`src/rtl/digit_overlay_render_if.sv`:
```
// ----------------------------------------------------------------------------
// digit_overlay_render_if
//   Bundles the video-side signals of the digit overlay renderer: scan
//   position, incoming binary pixel, bounding box and recognised digit on
//   the way in, overlaid pixel and currently rendered digit on the way out.
//
//   Signals:
//     en         overlay enable / frame-sample enable
//     iEdge_Row  box rows    [9:0] top,  [19:10] bottom
//     iEdge_Col  box columns [9:0] left, [19:10] right
//     iRow/iCol  current scan position
//     iBWData    incoming binary pixel
//     iDigital   recognised digit code (0..9 valid, else blank)
//     oPixel     overlaid pixel, 2-cycle latency
//     oShown     digit currently rendered (4'hF = blank)
//
//   Modports:
//     master  video source side (drives inputs, observes outputs)
//     slave   renderer side
// ----------------------------------------------------------------------------
interface digit_overlay_render_if;
    logic        en;
    logic [19:0] iEdge_Row;
    logic [19:0] iEdge_Col;
    logic [9:0]  iRow;
    logic [9:0]  iCol;
    logic [9:0]  iBWData;
    logic [3:0]  iDigital;
    logic [9:0]  oPixel;
    logic [3:0]  oShown;

    modport master (
        output en, iEdge_Row, iEdge_Col, iRow, iCol, iBWData, iDigital,
        input  oPixel, oShown
    );

    modport slave (
        input  en, iEdge_Row, iEdge_Col, iRow, iCol, iBWData, iDigital,
        output oPixel, oShown
    );
endinterface

```
`src/rtl/digit_overlay_render.sv`:
```
// ----------------------------------------------------------------------------
// digit_overlay_render
//   Draws the recognised digit back onto the binary video stream as a
//   seven-segment glyph inside the digit's bounding box. The box and the
//   digit are sampled once per frame (scan position 0,0 with en high); a
//   stability filter only changes the rendered digit after the same code has
//   been seen for STABLE_FRAMES consecutive frame samples.
//
//   Parameters:
//     STROKE         segment thickness in pixels (1..15)
//     STABLE_FRAMES  identical frame samples needed to update (1..15)
//     ON_VALUE       pixel value driven on lit segment pixels
//
//   Ports:
//     clk  pixel clock
//     rst  asynchronous active-low reset
//     bus  video interface (slave side), see digit_overlay_render_if
//
//   Pipeline: stage 1 registers the 7 segment-region hits for the current
//   scan position plus the delayed pixel and enable; stage 2 masks the hits
//   with the glyph of the shown digit and muxes the output pixel.
// ----------------------------------------------------------------------------
module digit_overlay_render #(
    parameter int unsigned STROKE        = 4,
    parameter int unsigned STABLE_FRAMES = 3,
    parameter logic [9:0]  ON_VALUE      = 10'h3FF
) (
    input  logic                  clk,
    input  logic                  rst,
    digit_overlay_render_if.slave bus
);

    localparam logic [10:0] STROKE_W  = 11'(STROKE);
    localparam logic [10:0] STROKE_M1 = 11'(STROKE - 1);
    localparam logic [10:0] COORD_MAX = 11'h3FF;
    localparam logic [3:0]  CNT_MAX   = 4'(STABLE_FRAMES - 1);
    localparam logic [3:0]  BLANK     = 4'hF;

    typedef struct packed {
        logic [9:0] top;
        logic [9:0] bottom;
        logic [9:0] left;
        logic [9:0] right;
        logic [9:0] mid;
    } box_t;

    // base + off, clamped at the last coordinate instead of wrapping.
    function automatic logic [9:0] sat_add(input logic [9:0]  base,
                                           input logic [10:0] off);
        logic [10:0] sum;
        sum = {1'b0, base} + off;
        return (sum > COORD_MAX) ? 10'h3FF : sum[9:0];
    endfunction

    // base - STROKE + 1 (first coordinate of a stroke ending at base),
    // clamped at 0 instead of wrapping.
    function automatic logic [9:0] sat_inset(input logic [9:0] base);
        logic [10:0] end_excl;
        end_excl = {1'b0, base} + 11'd1;
        return (end_excl < STROKE_W) ? 10'h000 : 10'(end_excl - STROKE_W);
    endfunction

    // Lit segments per digit, bit order {g,f,e,d,c,b,a}.
    function automatic logic [6:0] glyph_mask(input logic [3:0] code);
        case (code)
            4'd0:    return 7'b0111111;
            4'd1:    return 7'b0000110;
            4'd2:    return 7'b1011011;
            4'd3:    return 7'b1001111;
            4'd4:    return 7'b1100110;
            4'd5:    return 7'b1101101;
            4'd6:    return 7'b1111101;
            4'd7:    return 7'b0000111;
            4'd8:    return 7'b1111111;
            4'd9:    return 7'b1101111;
            default: return 7'b0000000;
        endcase
    endfunction

    // ------------------------------------------------------------------
    // Frame-sample state: box, stability filter, shown digit
    // ------------------------------------------------------------------
    box_t        box_q, box_d;
    logic [3:0]  cand_q, cand_d;
    logic [3:0]  cnt_q, cnt_d;
    logic [3:0]  shown_q, shown_d;
    logic [10:0] mid_sum;
    logic        fs;

    assign fs = bus.en && (bus.iRow == 10'd0) && (bus.iCol == 10'd0);

    // NOTE: every variable gets its hold value first so that no path through
    // the block leaves it unassigned, which would otherwise infer a latch.
    always_comb begin
        box_d   = box_q;
        cand_d  = cand_q;
        cnt_d   = cnt_q;
        shown_d = shown_q;
        mid_sum = {1'b0, bus.iEdge_Row[9:0]} + {1'b0, bus.iEdge_Row[19:10]};

        if (fs) begin
            box_d.top    = bus.iEdge_Row[9:0];
            box_d.bottom = bus.iEdge_Row[19:10];
            box_d.left   = bus.iEdge_Col[9:0];
            box_d.right  = bus.iEdge_Col[19:10];
            box_d.mid    = 10'(mid_sum >> 1);

            if (bus.iDigital == cand_q) begin
                cnt_d = (cnt_q >= CNT_MAX) ? CNT_MAX : cnt_q + 4'd1;
            end else begin
                cand_d = bus.iDigital;
                cnt_d  = 4'd0;
            end

            // Uses the freshly updated candidate, so a single required
            // sample makes the shown digit follow iDigital directly.
            if (cnt_d == CNT_MAX) begin
                shown_d = cand_d;
            end
        end
    end

    // ------------------------------------------------------------------
    // Stage 1: region tests against the box that is current this cycle
    // ------------------------------------------------------------------
    logic [9:0] a_bottom, d_top, g_bottom, bc_left, ef_right;
    logic       row_a, row_d, row_g, row_top_mid, row_mid_bot;
    logic       col_span, col_bc, col_ef;
    logic       degenerate;
    logic [6:0] hit_d, hit_q;
    logic [9:0] bw_q;
    logic       en_q;

    assign a_bottom = sat_add(box_q.top, STROKE_M1);
    assign d_top    = sat_inset(box_q.bottom);
    assign g_bottom = sat_add(box_q.mid, STROKE_M1);
    assign bc_left  = sat_inset(box_q.right);
    assign ef_right = sat_add(box_q.left, STROKE_M1);

    assign row_a       = (bus.iRow >= box_q.top)    && (bus.iRow <= a_bottom);
    assign row_d       = (bus.iRow >= d_top)        && (bus.iRow <= box_q.bottom);
    assign row_g       = (bus.iRow >= box_q.mid)    && (bus.iRow <= g_bottom);
    assign row_top_mid = (bus.iRow >= box_q.top)    && (bus.iRow <= box_q.mid);
    assign row_mid_bot = (bus.iRow >= box_q.mid)    && (bus.iRow <= box_q.bottom);
    assign col_span    = (bus.iCol >= box_q.left)   && (bus.iCol <= box_q.right);
    assign col_bc      = (bus.iCol >= bc_left)      && (bus.iCol <= box_q.right);
    assign col_ef      = (bus.iCol >= box_q.left)   && (bus.iCol <= ef_right);

    // An inverted or empty box blanks the whole glyph rather than drawing
    // partial strokes from wrapped ranges.
    assign degenerate = (box_q.bottom <= box_q.top) || (box_q.right <= box_q.left);

    assign hit_d = degenerate ? 7'b0000000 :
                   {row_g && col_span,        // g
                    col_ef && row_top_mid,    // f
                    col_ef && row_mid_bot,    // e
                    row_d && col_span,        // d
                    col_bc && row_mid_bot,    // c
                    col_bc && row_top_mid,    // b
                    row_a && col_span};       // a

    // ------------------------------------------------------------------
    // Stage 2: glyph mask and output mux
    // ------------------------------------------------------------------
    logic [9:0] pix_d, pix_q;

    assign pix_d = (en_q && |(hit_q & glyph_mask(shown_q))) ? ON_VALUE : bw_q;

    // NOTE: state registers use non-blocking assignments so every flop
    // samples the pre-edge value of its inputs regardless of block order.
    always_ff @(posedge clk or negedge rst) begin
        if (!rst) begin
            box_q   <= '0;
            cand_q  <= BLANK;
            cnt_q   <= 4'd0;
            shown_q <= BLANK;
            hit_q   <= '0;
            bw_q    <= '0;
            en_q    <= 1'b0;
            pix_q   <= '0;
        end else begin
            box_q   <= box_d;
            cand_q  <= cand_d;
            cnt_q   <= cnt_d;
            shown_q <= shown_d;
            hit_q   <= hit_d;
            bw_q    <= bus.iBWData;
            en_q    <= bus.en;
            pix_q   <= pix_d;
        end
    end

    assign bus.oPixel = pix_q;
    assign bus.oShown = shown_q;

endmodule

```
`src/flat_wrapper.sv`:
```
// flat-port wrapper written by rule: the top's interface ports become plain ports
module digit_overlay_render_flat 
#(
    parameter int unsigned STROKE        = 4,
    parameter int unsigned STABLE_FRAMES = 3,
    parameter logic [9:0]  ON_VALUE      = 10'h3FF
)
  (clk, rst, bus_en, bus_iEdge_Row, bus_iEdge_Col, bus_iRow, bus_iCol, bus_iBWData, bus_iDigital, bus_oPixel, bus_oShown);
  digit_overlay_render_if bus_i ();
  input  logic clk;
  input  logic rst;
  input wire logic [$bits(bus_i.en)-1:0] bus_en;
  input wire logic [$bits(bus_i.iEdge_Row)-1:0] bus_iEdge_Row;
  input wire logic [$bits(bus_i.iEdge_Col)-1:0] bus_iEdge_Col;
  input wire logic [$bits(bus_i.iRow)-1:0] bus_iRow;
  input wire logic [$bits(bus_i.iCol)-1:0] bus_iCol;
  input wire logic [$bits(bus_i.iBWData)-1:0] bus_iBWData;
  input wire logic [$bits(bus_i.iDigital)-1:0] bus_iDigital;
  output wire logic [$bits(bus_i.oPixel)-1:0] bus_oPixel;
  output wire logic [$bits(bus_i.oShown)-1:0] bus_oShown;
  assign bus_i.en = bus_en;
  assign bus_i.iEdge_Row = bus_iEdge_Row;
  assign bus_i.iEdge_Col = bus_iEdge_Col;
  assign bus_i.iRow = bus_iRow;
  assign bus_i.iCol = bus_iCol;
  assign bus_i.iBWData = bus_iBWData;
  assign bus_i.iDigital = bus_iDigital;
  assign bus_oPixel = bus_i.oPixel;
  assign bus_oShown = bus_i.oShown;
  digit_overlay_render #(.STROKE(STROKE), .STABLE_FRAMES(STABLE_FRAMES), .ON_VALUE(ON_VALUE)) u_core (.clk(clk), .rst(rst), .bus(bus_i));
endmodule
```
`config.mk`:
```
export PLATFORM = sky130hd
export DESIGN_NAME = digit_overlay_render_flat
export DESIGN_NICKNAME = d
export VERILOG_FILES = /design/src/rtl/digit_overlay_render_if.sv /design/src/rtl/digit_overlay_render.sv /design/src/flat_wrapper.sv
export SDC_FILE = /design/constraint.sdc
export NUM_CORES = 1
export LEC_CHECK = 0
export CAP_MARGIN = 10
export CORE_AREA = 2 2 164 166
export CTS_CLUSTER_DIAMETER = 100
export CTS_CLUSTER_SIZE = 14
export DETAILED_ROUTE_END_ITERATION = 12
export DIE_AREA = 0 0 166 168
export PLACE_DENSITY_LB_ADDON = 0.12
export SYNTH_ARGS = -nofsm -noshare
export SYNTH_HDL_FRONTEND = slang
export SYNTH_SLANG_ARGS = --single-unit
```
`constraint.sdc`:
```
create_clock -name clk -period 3.1 [get_ports clk]
set_input_delay 0.62 -clock clk [delete_from_list [all_inputs] [get_ports clk]]
set_output_delay 0.62 -clock clk [all_outputs]
set_load 0.01 [all_outputs]
```
==> flow_summary.ini <==
[setup_path]
cpMaxStageDelayCell = or4_4
cp-endpoint = u_core.hit_q[5]
crit_path_end_kind = register
path_cells = inv_2 > buf_6 > ha_2 > or4_4 > nor4_4 > a31o_4 > nor2_1 > ha_1 > a211oi_2 > a31oi_1 > nor4_2 > o21ai_1 > nor3_1
reg2reg_from = u_core.box_q[20]
ff2ff_path_depth = 13
cp-start-kind = register
critical_path.max_fanout = 5
startpoint = u_core.box_q[20]
critical_path_required_ns = 3.37
max_stage_delay_ns = 0.42
worst_ep_arrival_time_ns = 3.29
critPathKind = register to register
rrSetupSlack_ns = 0.07
reg2reg_to = u_core.hit_q[5]

[die]
fp.dieW_um = 166
dieArea_mm2 = 0.0279
rows = 60
initial_core_util_pct = 31.5
fp.dieH_um = 168
core_mm2 = 0.0264
io_pins = 91

[global_routing]
grt_pass1_wl_um = 38600
track_usage_pct = 17.4
first_global_vias = 7117
antenna_found_initial = 0
grt_max_degree = 49
gr-total-overflow = 0

[cts]
cts_made_buffers = 9
htree_levels = 3
clock_latency_ns = 0.36
cts_hold_buf = 0
clk_path_buf_depth = 2
cts_sinks = 90
cts_tree = yes
clk_pin_slew_ns = 0.08
root_buffer = clkbuf_16

[routing]
routed.top_layer = met4
wl_met1_um = 11900
drc = 0
wirelength_um = 24300
routedWlPerCell_um = 17.2
first_iter_violations = 355
vias_per_cell = 5.00
vias = 7077
ant_nets = 0
wl_met3_um = 865
first_pass_iters = 4
wl_met2_um = 10900

[sta]
setup_violations = 0
fin_worst_skew_ns = 0.00964
min_period_ns = 3.03
max_freq_ghz = 0.330
hold_viol = 0
tightest_slew_ns = 0.685
drv_slew = 0
rsz0062_at_grt = true
fin_crit_sh_pct = 97.7
relSlewSlack_pct = 54.3
tns_ns = 0

[placement]
gp_congestion = 0.870
portBuffers = 90
dpl_cell_area_mm2 = 0.0102
hpwlAfterDp_um = 19600
numPlacedInstances = 1394

[flow_run]
drv_cap = 0

[logic_synthesis]
ys_ff_latch = 90
synth_edf_count = 0
synth_cells = 889
synth_compound_area_share_pct = 16.1
synth_top_family_by_area = adder cells
synth.mux.area_fraction_pct = 8.43
synth_xor_area_share_pct = 4.96
synth_warnings = 0
ys_seq_area_share_pct = 27.3
syn-cell-area_mm2 = 0.00829
syn-num-nets = 1114
yosys.area_share.adder_pct = 22.4
synth_cell_types = 65
syn_avg_cell_area_um2 = 9.33
yosys.area_share.simple_pct = 16.5
synth_ff_type = dfrtp_1
async_reset_ff_share_pct = 100

[cells_and_area]
fin_area_mm2 = 0.0109
final_cells = 1416
nNetsFinal = 1295
syn2layout_area_growth_pct = 31.1
multiInputGateArea_mm2 = 0.00596
fillers = 2592
seqCellArea_mm2 = 0.00226
final_core_util_pct = 41.3
insertedDiodeCount = 0
drive_above_1_share_pct = 21.4

[power_and_ir_drop]
irDropWorstVdd_mv = 0.200
power_mw = 2.92
p_leak_nw = 4.73
power.density_mw_per_mm2 = 269

[status]
outcome = complete, no violations

[worst_hold_path]
holdCritPathClass = primary input to asynchronous set/reset pin
-- routing by layer --
layer	track usage, %	vias to the layer above
li1	-	3604
met1	24.1	3311
met2	28.3	127
met3	2.00	35
met4	5.97	0
met5	0	-
-- worst min-delay path by stage --
stage | endpoint | slack, ns | cells past startpoint
5_1_grt | u_core.box_q[12] | 0.36 | 1
6_report | u_core.box_q[13] | 0.30 | 1
2_1_floorplan | u_core.box_q[0] | 0.32 | 0
4_1_cts | u_core.box_q[13] | 0.33 | 1
3_5_place_dp | u_core.bus.oPixel[7] | 0.42 | 1
3_3_place_gp | u_core.bus.oPixel[2] | 0.42 | 1
-- final cells by class --
type / count / area share (%)
Sequential cell: 90 / 20.8
Inverter: 68 / 2.35
Multi-Input combinational cell: 716 / 54.8
Tap cell: 341 / 3.92
Clock buffer: 10 / 2.11
Clock inverter: 6 / 0.874
Timing Repair Buffer: 185 / 15.2
-- cells in the mapped netlist, drive strengths merged (2+ instances only) --
cell     number  share of area [%]
a221oi        2               0.21
or2          13               0.98
o21ai        61                3.7
nor3         19                1.3
buf           7               0.87
a21boi        4               0.36
o22ai         3               0.23
nor2         48                2.2
a21oi        40                2.4
o31a          2               0.21
or4           3               0.32
and4          4               0.42
dfstp         8                2.5
nor2b         9               0.68
a211o         3               0.32
o211a         2               0.24
dfrtp        82                 25
a31o          4               0.42
nand4        22                1.7
nor4b         3               0.32
ha          147                 22
xor2          4               0.42
nor4          9               0.68
or3           6               0.45
and3          7               0.53
nand2b       14                1.1
inv          68                3.1
a21o         19                1.7
a32o          2               0.24
a211oi       13                1.2
mux2         44                7.8
xnor2        43                4.5
clkbuf        8               0.36
a2111oi       5               0.60
a31oi         6               0.45
o31ai         2               0.18
o21a         11                1.0
o2111a        3               0.41
nand3        22                1.3
mux2i         5               0.60
o211ai        7               0.63
o2111ai       3               0.32
nand2        72                3.3
and2         15                1.1
-- layout by cell type (no fill, tap or decap), types with 7 or more instances in the layout --
cell type        count
ha_1               139
buf_4               91
clkdlybuf4s50_1     89
dfrtp_1             80
nand2_1             70
inv_1               63
o21ai_0             54
nor2_1              45
xnor2_1             42
mux2_4              41
a21oi_1             38
nand3_1             22
nand4_1             22
a21o_1              19
nor3_1              14
nand2b_1            14
or2_2               13
o21a_1              11
a211oi_1            11
and2_1              11
nor2b_1              9
clkbuf_16            9
dfstp_2              8
o211ai_1             7
-- sequential cells by signal, summed over array words and instances (netlist names) --
| name | count |
|---|---|
| u_core.box_q | 50 |
| u_core.bus.oPixel | 10 |
| u_core.bw_q | 10 |
| u_core.hit_q | 7 |
| u_core.bus.oShown | 4 |
| u_core.cand_q | 4 |
| u_core.cnt_q | 4 |
| u_core.en_q | 1 |
-- logic make-up (layout without fill, tap and decap cells) --
| logic type | count (synthesis) | count (layout) |
|---|---|---|
| AO/OA/AOI/OAI | 204 | 204 |
| XOR/XNOR | 47 | 47 |
| adder cells (fa/ha/maj) | 148 | 148 |
| buffers and inverters | 83 | 269 |
| flip-flops | 90 | 90 |
| multiplexers | 49 | 49 |
| AND/OR/NAND/NOR | 268 | 268 |
-- metrics by stage --
stage | hold slack (ns) | worst slack (ns)
3_3_place_gp | 0.416 | -0.0275
6_report | 0.299 | 0.0704
3_5_place_dp | 0.419 | -0.0988
4_1_cts | 0.326 | 0.00785
2_1_floorplan | 0.324 | 0.0194
5_1_grt | 0.357 | -0.114
-- report_power, final --
| part | total, mW | internal (mW) | leakage, nW | switching [mW] |
|---|---|---|---|---|
| clock network | 1.25 | 0.720 | 0.158 | 0.528 |
| registers | 1.19 | 1.19 | 1.17 | 0.00268 |
| logic | 0.483 | 0.247 | 3.40 | 0.237 |
-- worst max-delay path, delay by kind of cell, from the launching register on --
kind                     cells  cell delay [ns]
adder cells (fa/ha/maj)      2             0.52
flip-flops                   1             0.36
AO/OA/AOI/OAI                4             0.72
AND/OR/NAND/NOR              5             1.16
buffers and inverters        2             0.17
-- what timing repair did --
item                       CTS  global route
hold endpoints to repair     0             0
resized for setup            6            65
setup buffers                0             6
pin swaps                    1            25
setup endpoints to repair    3             7
(Power assumes the default switching activity.)
